## config.mk

```make
export PLATFORM = sky130hd
export DESIGN_NAME = ram_port_arbiter_flat
export DESIGN_NICKNAME = d
export VERILOG_FILES = /design/src/rtl/ram_port_arbiter_if.sv /design/src/rtl/ram_port_arbiter.sv /design/src/flat_wrapper.sv
export SDC_FILE = /design/constraint.sdc
export NUM_CORES = 2
export LEC_CHECK = 0
export ABC_AREA = 1
export CAP_MARGIN = 20
export CELL_PAD_IN_SITES_DETAIL_PLACEMENT = 0
export CELL_PAD_IN_SITES_GLOBAL_PLACEMENT = 1
export CORE_AREA = 2 2 356 358
export DETAILED_ROUTE_END_ITERATION = 12
export DIE_AREA = 0 0 358 360
export PLACE_DENSITY_LB_ADDON = 0.12
export SYNTH_ARGS = -nofsm -noshare
export SYNTH_HDL_FRONTEND = slang
export SYNTH_SLANG_ARGS = --single-unit
```

## constraint.sdc

```tcl
create_clock -name clock -period 3.7 [get_ports clock]
set_input_delay 0.555 -clock clock [delete_from_list [all_inputs] [get_ports clock]]
set_output_delay 0.555 -clock clock [all_outputs]
set_load 0.02 [all_outputs]
```

## src/rtl/ram_port_arbiter_if.sv

```systemverilog
// Requester and RAM-side signal bundle for ram_port_arbiter.
// The slave modport is the arbiter's view; master is the CPU/RAM environment.
interface ram_port_arbiter_if #(
  parameter int unsigned ADDR_W    = 16,
  parameter int unsigned MAX_WORDS = 16
);
  localparam int unsigned DATA_W = 16 * MAX_WORDS;

  logic              fetch_start;
  logic              rd_start;
  logic              wr_start;
  logic [ADDR_W-1:0] fetch_address;
  logic [ADDR_W-1:0] rd_address;
  logic [ADDR_W-1:0] wr_address;
  logic [15:0]       fetch_words;
  logic [15:0]       rd_words;
  logic [15:0]       wr_words;
  logic [DATA_W-1:0] wr_data;
  logic [DATA_W-1:0] fetch_data;
  logic [DATA_W-1:0] rd_data;
  logic              fetch_done;
  logic              rd_done;
  logic              wr_done;
  logic [ADDR_W-1:0] ram_address;
  logic              ram_wren;
  logic [15:0]       ram_wdata;
  logic [15:0]       ram_rdata;
  logic              busy;

  modport slave (
    input  fetch_start, rd_start, wr_start,
    input  fetch_address, rd_address, wr_address,
    input  fetch_words, rd_words, wr_words,
    input  wr_data, ram_rdata,
    output fetch_data, rd_data, fetch_done, rd_done, wr_done,
    output ram_address, ram_wren, ram_wdata, busy
  );

  modport master (
    output fetch_start, rd_start, wr_start,
    output fetch_address, rd_address, wr_address,
    output fetch_words, rd_words, wr_words,
    output wr_data, ram_rdata,
    input  fetch_data, rd_data, fetch_done, rd_done, wr_done,
    input  ram_address, ram_wren, ram_wdata, busy
  );
endinterface

```

## src/rtl/ram_port_arbiter.sv

```systemverilog
// Shares the single-port 16-bit data RAM between fetch, stack read and stack write.
// Define ARB_ROUND_ROBIN_EN for round-robin grants; default is fixed priority wr > rd > fetch.
module ram_port_arbiter #(
  parameter int unsigned ADDR_W    = 16,
  parameter int unsigned MAX_WORDS = 16
) (
  input logic              clock,
  input logic              reset_n,
  ram_port_arbiter_if.slave bus
);
  localparam int unsigned WORD_W = 16;
  localparam int unsigned DATA_W = WORD_W * MAX_WORDS;
  localparam int unsigned CNT_W  = $clog2(MAX_WORDS + 1);
  localparam int unsigned IDX_W  = $clog2(DATA_W);

  typedef enum logic [1:0] {IDLE, XFER, DONE, RELEASE} state_t;
  typedef enum logic [1:0] {REQ_FETCH, REQ_RD, REQ_WR} req_t;

  state_t            state;
  req_t              grant;
  logic [CNT_W-1:0]  len;
  logic [CNT_W-1:0]  cnt;
  logic [DATA_W-1:0] wbuf;
  logic [DATA_W-1:0] fetch_q;
  logic [DATA_W-1:0] rd_q;
  logic              fetch_done_q;
  logic              rd_done_q;
  logic              wr_done_q;
  logic [ADDR_W-1:0] ram_address_q;
  logic              ram_wren_q;
  logic [WORD_W-1:0] ram_wdata_q;
  logic              busy_q;
`ifdef ARB_ROUND_ROBIN_EN
  req_t              rr_ptr;
`endif

  logic              gnt_valid_c;
  req_t              gnt_sel_c;
  logic [ADDR_W-1:0] gnt_addr_c;
  logic [15:0]       gnt_words_c;
  logic [CNT_W-1:0]  gnt_len_c;
  logic              gnt_start_c;
  logic [IDX_W-1:0]  cap_hi_c;

  // Arbitration, effective length and read-capture position.
  always_comb begin
    gnt_valid_c = bus.fetch_start | bus.rd_start | bus.wr_start;
    gnt_sel_c   = REQ_FETCH;
`ifdef ARB_ROUND_ROBIN_EN
    // Search starts after the last served requester, order wr -> rd -> fetch -> wr.
    case (rr_ptr)
      REQ_WR: begin
        if      (bus.rd_start)    gnt_sel_c = REQ_RD;
        else if (bus.fetch_start) gnt_sel_c = REQ_FETCH;
        else if (bus.wr_start)    gnt_sel_c = REQ_WR;
      end
      REQ_RD: begin
        if      (bus.fetch_start) gnt_sel_c = REQ_FETCH;
        else if (bus.wr_start)    gnt_sel_c = REQ_WR;
        else if (bus.rd_start)    gnt_sel_c = REQ_RD;
      end
      default: begin
        if      (bus.wr_start)    gnt_sel_c = REQ_WR;
        else if (bus.rd_start)    gnt_sel_c = REQ_RD;
        else if (bus.fetch_start) gnt_sel_c = REQ_FETCH;
      end
    endcase
`else
    if      (bus.wr_start) gnt_sel_c = REQ_WR;
    else if (bus.rd_start) gnt_sel_c = REQ_RD;
`endif
    if (gnt_sel_c == REQ_WR) begin
      gnt_addr_c  = bus.wr_address;
      gnt_words_c = bus.wr_words;
    end else if (gnt_sel_c == REQ_RD) begin
      gnt_addr_c  = bus.rd_address;
      gnt_words_c = bus.rd_words;
    end else begin
      gnt_addr_c  = bus.fetch_address;
      gnt_words_c = bus.fetch_words;
    end
    gnt_len_c = (gnt_words_c > 16'(MAX_WORDS)) ? CNT_W'(MAX_WORDS) : CNT_W'(gnt_words_c);
    gnt_start_c = (grant == REQ_WR) ? bus.wr_start :
                  (grant == REQ_RD) ? bus.rd_start : bus.fetch_start;
    // Word cnt-1 lands at bits [DATA_W-1-16*(cnt-1) -: 16]; only used when cnt >= 1.
    cap_hi_c = IDX_W'(DATA_W + WORD_W - 1 - WORD_W * int'(cnt));
  end

  // Control FSM with registered RAM and requester outputs.
  always_ff @(posedge clock or negedge reset_n) begin
    if (!reset_n) begin
      state         <= IDLE;
      grant         <= REQ_FETCH;
      len           <= '0;
      cnt           <= '0;
      wbuf          <= '0;
      fetch_q       <= '0;
      rd_q          <= '0;
      fetch_done_q  <= 1'b0;
      rd_done_q     <= 1'b0;
      wr_done_q     <= 1'b0;
      ram_address_q <= '0;
      ram_wren_q    <= 1'b0;
      ram_wdata_q   <= '0;
      busy_q        <= 1'b0;
`ifdef ARB_ROUND_ROBIN_EN
      rr_ptr        <= REQ_FETCH;
`endif
    end else begin
      fetch_done_q <= 1'b0;
      rd_done_q    <= 1'b0;
      wr_done_q    <= 1'b0;
      case (state)
        IDLE: begin
          if (gnt_valid_c) begin
            grant  <= gnt_sel_c;
            len    <= gnt_len_c;
            cnt    <= '0;
            busy_q <= 1'b1;
`ifdef ARB_ROUND_ROBIN_EN
            rr_ptr <= gnt_sel_c;
`endif
            if (gnt_sel_c == REQ_FETCH) fetch_q <= '0;
            if (gnt_sel_c == REQ_RD)    rd_q    <= '0;
            if (gnt_len_c == '0) begin
              state        <= DONE;
              fetch_done_q <= (gnt_sel_c == REQ_FETCH);
              rd_done_q    <= (gnt_sel_c == REQ_RD);
              wr_done_q    <= (gnt_sel_c == REQ_WR);
            end else begin
              state         <= XFER;
              ram_address_q <= gnt_addr_c;
              if (gnt_sel_c == REQ_WR) begin
                ram_wren_q  <= 1'b1;
                ram_wdata_q <= bus.wr_data[DATA_W-1 -: WORD_W];
                wbuf        <= bus.wr_data << WORD_W;
              end
            end
          end
        end
        XFER: begin
          if (grant == REQ_WR) begin
            if (cnt == len - CNT_W'(1)) begin
              ram_wren_q <= 1'b0;
              wr_done_q  <= 1'b1;
              state      <= DONE;
            end else begin
              cnt           <= cnt + CNT_W'(1);
              ram_address_q <= ram_address_q + ADDR_W'(1);
              ram_wdata_q   <= wbuf[DATA_W-1 -: WORD_W];
              wbuf          <= wbuf << WORD_W;
            end
          end else begin
            // Read data trails the address by one cycle, hence n+1 cycles here.
            if (cnt != '0) begin
              if (grant == REQ_RD) rd_q[cap_hi_c -: WORD_W]    <= bus.ram_rdata;
              else                 fetch_q[cap_hi_c -: WORD_W] <= bus.ram_rdata;
            end
            if (cnt == len) begin
              fetch_done_q <= (grant == REQ_FETCH);
              rd_done_q    <= (grant == REQ_RD);
              state        <= DONE;
            end else begin
              cnt <= cnt + CNT_W'(1);
              if (cnt + CNT_W'(1) != len) ram_address_q <= ram_address_q + ADDR_W'(1);
            end
          end
        end
        DONE: state <= RELEASE;
        RELEASE: begin
          if (!gnt_start_c) begin
            state  <= IDLE;
            busy_q <= 1'b0;
          end
        end
        default: state <= IDLE;
      endcase
    end
  end

  assign bus.fetch_data  = fetch_q;
  assign bus.rd_data     = rd_q;
  assign bus.fetch_done  = fetch_done_q;
  assign bus.rd_done     = rd_done_q;
  assign bus.wr_done     = wr_done_q;
  assign bus.ram_address = ram_address_q;
  assign bus.ram_wren    = ram_wren_q;
  assign bus.ram_wdata   = ram_wdata_q;
  assign bus.busy        = busy_q;

endmodule
```

## src/flat_wrapper.sv

```systemverilog
// flat-port wrapper written by rule: the top's interface ports become plain ports
module ram_port_arbiter_flat 
#(
  parameter int unsigned ADDR_W    = 16,
  parameter int unsigned MAX_WORDS = 16
)
  (clock, reset_n, bus_fetch_start, bus_rd_start, bus_wr_start, bus_fetch_address, bus_rd_address, bus_wr_address, bus_fetch_words, bus_rd_words, bus_wr_words, bus_wr_data, bus_ram_rdata, bus_fetch_data, bus_rd_data, bus_fetch_done, bus_rd_done, bus_wr_done, bus_ram_address, bus_ram_wren, bus_ram_wdata, bus_busy);
  ram_port_arbiter_if #(.ADDR_W(ADDR_W), .MAX_WORDS(MAX_WORDS)) bus_i ();
  input logic clock;
  input logic reset_n;
  input wire logic [$bits(bus_i.fetch_start)-1:0] bus_fetch_start;
  input wire logic [$bits(bus_i.rd_start)-1:0] bus_rd_start;
  input wire logic [$bits(bus_i.wr_start)-1:0] bus_wr_start;
  input wire logic [$bits(bus_i.fetch_address)-1:0] bus_fetch_address;
  input wire logic [$bits(bus_i.rd_address)-1:0] bus_rd_address;
  input wire logic [$bits(bus_i.wr_address)-1:0] bus_wr_address;
  input wire logic [$bits(bus_i.fetch_words)-1:0] bus_fetch_words;
  input wire logic [$bits(bus_i.rd_words)-1:0] bus_rd_words;
  input wire logic [$bits(bus_i.wr_words)-1:0] bus_wr_words;
  input wire logic [$bits(bus_i.wr_data)-1:0] bus_wr_data;
  input wire logic [$bits(bus_i.ram_rdata)-1:0] bus_ram_rdata;
  output wire logic [$bits(bus_i.fetch_data)-1:0] bus_fetch_data;
  output wire logic [$bits(bus_i.rd_data)-1:0] bus_rd_data;
  output wire logic [$bits(bus_i.fetch_done)-1:0] bus_fetch_done;
  output wire logic [$bits(bus_i.rd_done)-1:0] bus_rd_done;
  output wire logic [$bits(bus_i.wr_done)-1:0] bus_wr_done;
  output wire logic [$bits(bus_i.ram_address)-1:0] bus_ram_address;
  output wire logic [$bits(bus_i.ram_wren)-1:0] bus_ram_wren;
  output wire logic [$bits(bus_i.ram_wdata)-1:0] bus_ram_wdata;
  output wire logic [$bits(bus_i.busy)-1:0] bus_busy;
  assign bus_i.fetch_start = bus_fetch_start;
  assign bus_i.rd_start = bus_rd_start;
  assign bus_i.wr_start = bus_wr_start;
  assign bus_i.fetch_address = bus_fetch_address;
  assign bus_i.rd_address = bus_rd_address;
  assign bus_i.wr_address = bus_wr_address;
  assign bus_i.fetch_words = bus_fetch_words;
  assign bus_i.rd_words = bus_rd_words;
  assign bus_i.wr_words = bus_wr_words;
  assign bus_i.wr_data = bus_wr_data;
  assign bus_i.ram_rdata = bus_ram_rdata;
  assign bus_fetch_data = bus_i.fetch_data;
  assign bus_rd_data = bus_i.rd_data;
  assign bus_fetch_done = bus_i.fetch_done;
  assign bus_rd_done = bus_i.rd_done;
  assign bus_wr_done = bus_i.wr_done;
  assign bus_ram_address = bus_i.ram_address;
  assign bus_ram_wren = bus_i.ram_wren;
  assign bus_ram_wdata = bus_i.ram_wdata;
  assign bus_busy = bus_i.busy;
  ram_port_arbiter #(.ADDR_W(ADDR_W), .MAX_WORDS(MAX_WORDS)) u_core (.clock(clock), .reset_n(reset_n), .bus(bus_i));
endmodule
```

# Yosys cells after proc, flatten, opt, wreduce, memory -nomap -nowiden
# Index checks and enable logic that the tools add are counted.
# W data, S select, Z words.
word_totals:
  register_bits: 819
  latchBits: 0
  mem_bits_rw: 0
  rom_bits: 0
  in_bits: 373
  output_inout_bits: 549
  elab_cells: 146
  memories: 0
classes:
  n_addsub: 5
  n_mul: 0
  div: 0
  magnitude_cmp: 1
  n_eq_ne: 28
  shifts: 2
  n_mux: 78
  bitwise: 2
  reduce_logical: 16
ops:
  columns: ["op", "n"]
  rows:
  - ["$mux W256", 15]
  - ["$pmux W256 S2", 3]
  - ["$bwmux W256", 2]
  - ["$shift A16 B10 Y271 const A", 1]
  - ["$shiftx A16 B10 Y271", 1]
  - ["$mux W16", 15]
  - ["$pmux W16 S2", 2]
  - ["$reduce_and A6 Y1", 5]
  - ["$mux W5", 5]
  - ["$mux W1", 22]
  - ["$add A16 B1 Y16 const B", 1]
  - ["$gt A16 B5 Y1 const B", 1]
  - ["$ne A2 B1 Y1 const B", 8]
  - ["$mux W2", 7]
  - ["$eq A5 B5 Y1", 2]
  - ["$ne A2 B2 Y1 const B", 5]
  - ["$neg A8 Y10", 1]
  - ["$pmux W1 S2", 5]
  - ["$pmux W5 S2", 1]
  - ["$eq A2 B2 Y1 const B", 4]
  - ["$pmux W2 S4", 1]
  - ["$reduce_and A4 Y1", 2]
  - ["$sub A4 B8 Y8 const A", 1]
  - ["$eq A2 B1 Y1 const B", 3]
  - ["other kinds (13)", 19]

# Depth between registers and ports, before layout
depth:
  word_depth: 11
  mapped_depth: 15
  depth_no_buf: 14

# Least setup slack after synthesis
# Ideal clock, no wire load.
synth_timing:
  kind: "register -> register"
  startpoint: "reg u_core.cnt[0]"
  endpoint: "reg u_core.fetch_q[12] (netlist: u_core.bus.fetch_data[12])"
  setup_time_ps: 83
  t_arrival_ps: 2698
  required_ps: 3617
  setup_slack_ps: 919
  path_stages_with_launch: 12
  n_path_buf: 5
  synth_period_minus_slack_ps: 2781
  cell_sequence: "dfrtp_1 -> buf_2 -> inv_1 -> clkbuf_1 -> ha_1 -> ha_1 -> buf_2 -> nor2_1 -> clkbuf_1 -> clkbuf_1 -> nand3_1 -> o22ai_1"
synth_via:
  elab_chain_cells: 8
  word_cells_on_any_way: 12
  cone_classes: "add/sub (2); eq/ne (1); shift (2); mux (5); reduce/logical (2)"
synth_rtl:
  columns: ["item", "line_no", "rtl"]
  rows:
  - ["start, declared", "ram_port_arbiter.sv:22", "logic [CNT_W-1:0] cnt;"]
  - ["start signal, assigned", "ram_port_arbiter.sv:148", "cnt <= cnt + CNT_W'(1);"]
  - ["start signal, assigned", "ram_port_arbiter.sv:164", "cnt <= cnt + CNT_W'(1);"]
  - ["$sub A4 B8 Y8", "ram_port_arbiter.sv:86", "cap_hi_c = IDX_W'(DATA_W + WORD_W - 1 - WORD_W * int'(cnt));"]
  - ["$neg A8 Y10", "ram_port_arbiter.sv:157", "else fetch_q[cap_hi_c -: WORD_W] <= bus.ram_rdata;"]
  - ["$shiftx A16 B10 Y271 / $shift A16 B10 Y271 (equally long branches)", "ram_port_arbiter.sv:157", null]
  - ["$bwmux W256", "ram_port_arbiter.sv:157", null]
  - ["$mux W256", "ram_port_arbiter.sv:156", "if (grant == REQ_RD) rd_q[cap_hi_c -: WORD_W] <= bus.ram_rdata;"]
  - ["$mux W256", "ram_port_arbiter.sv:155", "if (cnt != '0) begin"]
  - ["$mux W256", "ram_port_arbiter.sv:142", "if (grant == REQ_WR) begin"]
  - ["$pmux W256 S2", "ram_port_arbiter.sv:113", "case (state)"]
  - ["end signal, assigned by index", "ram_port_arbiter.sv:157", null]
  - ["end, declared", "ram_port_arbiter.sv:24", "logic [DATA_W-1:0] fetch_q;"]
# Several ways; a longest one is shown, not always the timed one. The select of a mux whose other input is x is not followed.
# A chain may end at the register's enable or synchronous reset.

# Worst setup path in the final report
layout_timing:
  startpoint: "reg u_core.cnt[1]"
  endpoint: "reg u_core.fetch_q[40] (netlist: u_core.bus.fetch_data[40])"
# The elaborated chain is that of the path after synthesis.

==> qor.csv <==
stage,metric,value,unit
clocking,cts_tree,done,
synthesis,ys_seq_elements,803,
synthesis,synth_top_family_by_area,simple AND/OR/NAND/NOR gates,
synthesis,synth-seq-area-share,55.2,%
timing,setup-tns-final,0,ps
detailed_routing,detail-route-antenna-nets,0,
timing,fmax,294,MHz
die,start_util,29.1,%
worst_setup_path,cp-end-kind,register,
clocking,cts_sinks,803,
detailed_routing,vias,30937,
place,dp_hpwl,116,mm
die,die_area,0.129,mm^2
timing,setup_viol,0,
worst_setup_path,cp.arrival,3930,ps
pwr,power_frac_seq,30.6,%
cells_and_area,finalNonFillerCells,6539,
min_path,hp-class,input pin to register,
clocking,postCtsHoldBufs,1,
clocking,cts_root_buffer,clkbuf_16,
synthesis,postSynthAreaPerCell,9.32,um^2
pwr,p_comb_share,44.6,%
synthesis,muxShareOfSynthArea,6.63,%
detailed_routing,drt_iter0_drc,2012,
place,place_inst,6360,
pwr,switching_share,43.5,%
synthesis,yosys.area_share.simple,19.2,%
pwr,p_leak,21.8,nW
worst_setup_path,worst-setup-path-type,register to register,
detailed_routing,wirelength,157,mm
timing,period_share,91.9,%
detailed_routing,drc,0,
timing,skew,50.3,ps
synthesis,syn_inst,3904,
die,core,0.125,mm^2
global_route,grt-ovfl-total,0,
timing,worstMarginPinSlew,1090,ps
synthesis,yosysUniqueCellTypes,56,
worst_setup_path,cp_max_fo,19,
pwr,net-switching-power,0.0167,W
detailed_routing,wire_per_inst,24.0,um
synthesis,synth_top_area_cell,dfrtp_1,
synthesis,async_flop_share,100,%
pwr,p_int,0.0217,W
synthesis,synth_top_area_share,55.2,%
min_path,whs_path_depth,3,
timing,worst_hold_slack,432,ps
timing,final-hold-violation-count,0,
die,rows,130,
status,status,completed,
global_route,grt_util_all_layers,23.7,%
place,numPortBuffers,921,
worst_setup_path,reg2reg_depth,8,
timing,rsz0062_at_grt,false,
clocking,clock_path_buffers,3,
die,io_pins,922,
synthesis,synthFlopType,dfrtp_1,
detailed_routing,avgViaCountPerCell,4.73,
pwr,pwr-share-clk,24.7,%
clocking,cts_setup_buffers,0,
synthesis,synthesis.nets,4290,
clocking,cts_max_level,3,
clocking,insertion_delay,700,ps
synthesis,synth_xor_area_share,0.506,%
pwr,irDropWorstVdd,0.000513,V
die,fp.dieH,360,um
synthesis,synth_most_common_cell,nand2_1,
pwr,power_density,757,mW/mm^2
synthesis,synth_fa_ha_area_share,0.447,%
global_route,grt_max_degree,125,
cells_and_area,layout-drive-gt1-share,11.4,%
global_route,grt_pass1_vias,31204,
timing,relSlewSlack,27.4,%
job,maxCapViolCount,0,
synthesis,synth_common_cells,"1138 x nand2_1, 803 x dfrtp_1, 306 x o21ai_1, 241 x mux2i_1, 234 x o21ai_0",
clocking,clkSlewWorstSetupHoldPaths,60,ps
worst_setup_path,startpoint_type,register,
synthesis,yosysWarnings,0,
place,gp_congestion,0.812,
synthesis,syn-cell-area,0.0364,mm^2
clocking,numCtsBuffers,96,
cells_and_area,syn_to_final_growth,39.3,%
synthesis,synth_area_leaders,"dfrtp_1 55%, nand2_1 12%, mux2i_1 6.6%, o21ai_1 4.2%, o21ai_0 3.2%",
synthesis,synth_edf_count,0,
timing,period_minus_slack,3400,ps
global_route,grt_pass1_wl,225,mm
timing,final-max-slew-violation-count,0,
synthesis,synth_compound_area_share,11.8,%
worst_setup_path,cp.required,4230,ps
detailed_routing,drt_first_pass_iters,6,
clocking,cts_resized,0,
global_route,antenna_found_initial,10,
die,die_w,358,um
cells_and_area,layout.nets,5196,
-- worst max-delay path, stage by stage (launching register included) --
cell,delay (ps)
dfrtp_1,350
inv_1,90
ha_1,230
ha_1,620
inv_1,310
nand3_1,490
inv_1,280
o21ai_2,700
o21ai_0,160
-- worst paths after layout --
| kind | start | endpoint | slack (ps) |
|---|---|---|---|
| hold / removal | bus_wr_data[15] | u_core.wbuf[31]$_DFFE_PN0P_ | 430 |
| hold reg to reg | u_core.bus.fetch_data[236]$_DFFE_PN0P_ | u_core.bus.fetch_data[236]$_DFFE_PN0P_ | 470 |
| max in group asynchronous | reset_n | u_core.wbuf[205]$_DFFE_PN0P_ | 2060 |
| setup reg to reg | u_core.cnt[1]$_DFFE_PN0P_ | u_core.bus.fetch_data[40]$_DFFE_PN0P_ | 300 |
| min in group asynchronous | reset_n | u_core.bus.rd_data[56]$_DFFE_PN0P_ | 460 |
| setup / recovery | u_core.cnt[1]$_DFFE_PN0P_ | u_core.bus.fetch_data[40]$_DFFE_PN0P_ | 300 |
-- layout make-up --
cell class,instances,area (um^2)
tap,1650,2060
fill,12738,74200
inverter,172,654
antenna,3,7.51
sequential,803,20100
clock inverter,28,272
timing repair buffer,1052,10600
multi-input combinational,2685,14100
clock buffer,146,2890
-- cell usage in the layout (no fill, tap or decap), types with 34 or more instances in the layout --
cell / Yosys / layout
nand2_2: 103 / 103
nand3_1: 181 / 181
dfrtp_1: 803 / 802
nor3_1: 59 / 58
buf_4: 18 / 99
o21ai_2: 120 / 124
clkdlybuf4s50_1: 0 / 919
clkbuf_16: 0 / 97
mux2i_1: 241 / 241
o22ai_1: 34 / 34
nand2_1: 1138 / 1136
o21ai_1: 306 / 302
nor2_1: 162 / 161
o21ai_0: 234 / 234
inv_1: 152 / 152
-- metrics by stage --
| step | setup slack, ps | total power [W] | area (um^2) | util (%) |
|---|---|---|---|---|
| 2_1_floorplan | 919 | 0.0235 | 36400 | - |
| 3_3_place_gp | 245 | 0.0291 | 47500 | 38.0 |
| 5_1_grt | 4.31 | 0.0407 | 50700 | 40.6 |
| 6_report | 301 | 0.0384 | 50700 | 40.6 |
| 4_1_cts | 308 | 0.0388 | 50600 | 40.5 |
| 3_5_place_dp | 234 | 0.0292 | 47500 | 38.0 |
-- routing by layer --
metal / vias to the layer above / wire length [um] / track usage, %
met4: 12 / 5450 / 7.97
li1: 14686 / - / -
met3: 210 / 9140 / 5.07
met5: - / 77 / 0
met1: 15139 / 67100 / 30.8
met2: 890 / 75000 / 39.0
-- registers in the layout (all words and copies together), names as in the netlist, 2 cells and up --
signal / cells
u_core.wbuf: 240
u_core.state: 2
u_core.bus.ram_address: 16
u_core.bus.ram_wdata: 16
u_core.len: 5
u_core.bus.rd_data: 256
u_core.bus.fetch_data: 256
u_core.cnt: 5
u_core.grant: 2
-- power by group through the flow --
| stage | clock (W) | sequential, W | combinational, W |
|---|---|---|---|
| 6_report | 0.00949 | 0.0117 | 0.0171 |
| 5_1_grt | 0.0101 | 0.0120 | 0.0186 |
| 4_1_cts | 0.00974 | 0.0118 | 0.0173 |
| 3_5_place_dp | 0 | 0.0119 | 0.0173 |
| 3_3_place_gp | 0 | 0.0119 | 0.0172 |
| 2_1_floorplan | 0 | 0.0121 | 0.0114 |
-- kinds of logic after synthesis --
| kind of cell | Yosys count |
|---|---|
| mux | 241 |
| fa+ha+maj | 13 |
| buf+inv | 416 |
| flops | 803 |
| simple gates | 1673 |
| compound gates | 737 |
| xor+xnor | 21 |
Note: power is estimated with default switching activity, not from simulation.
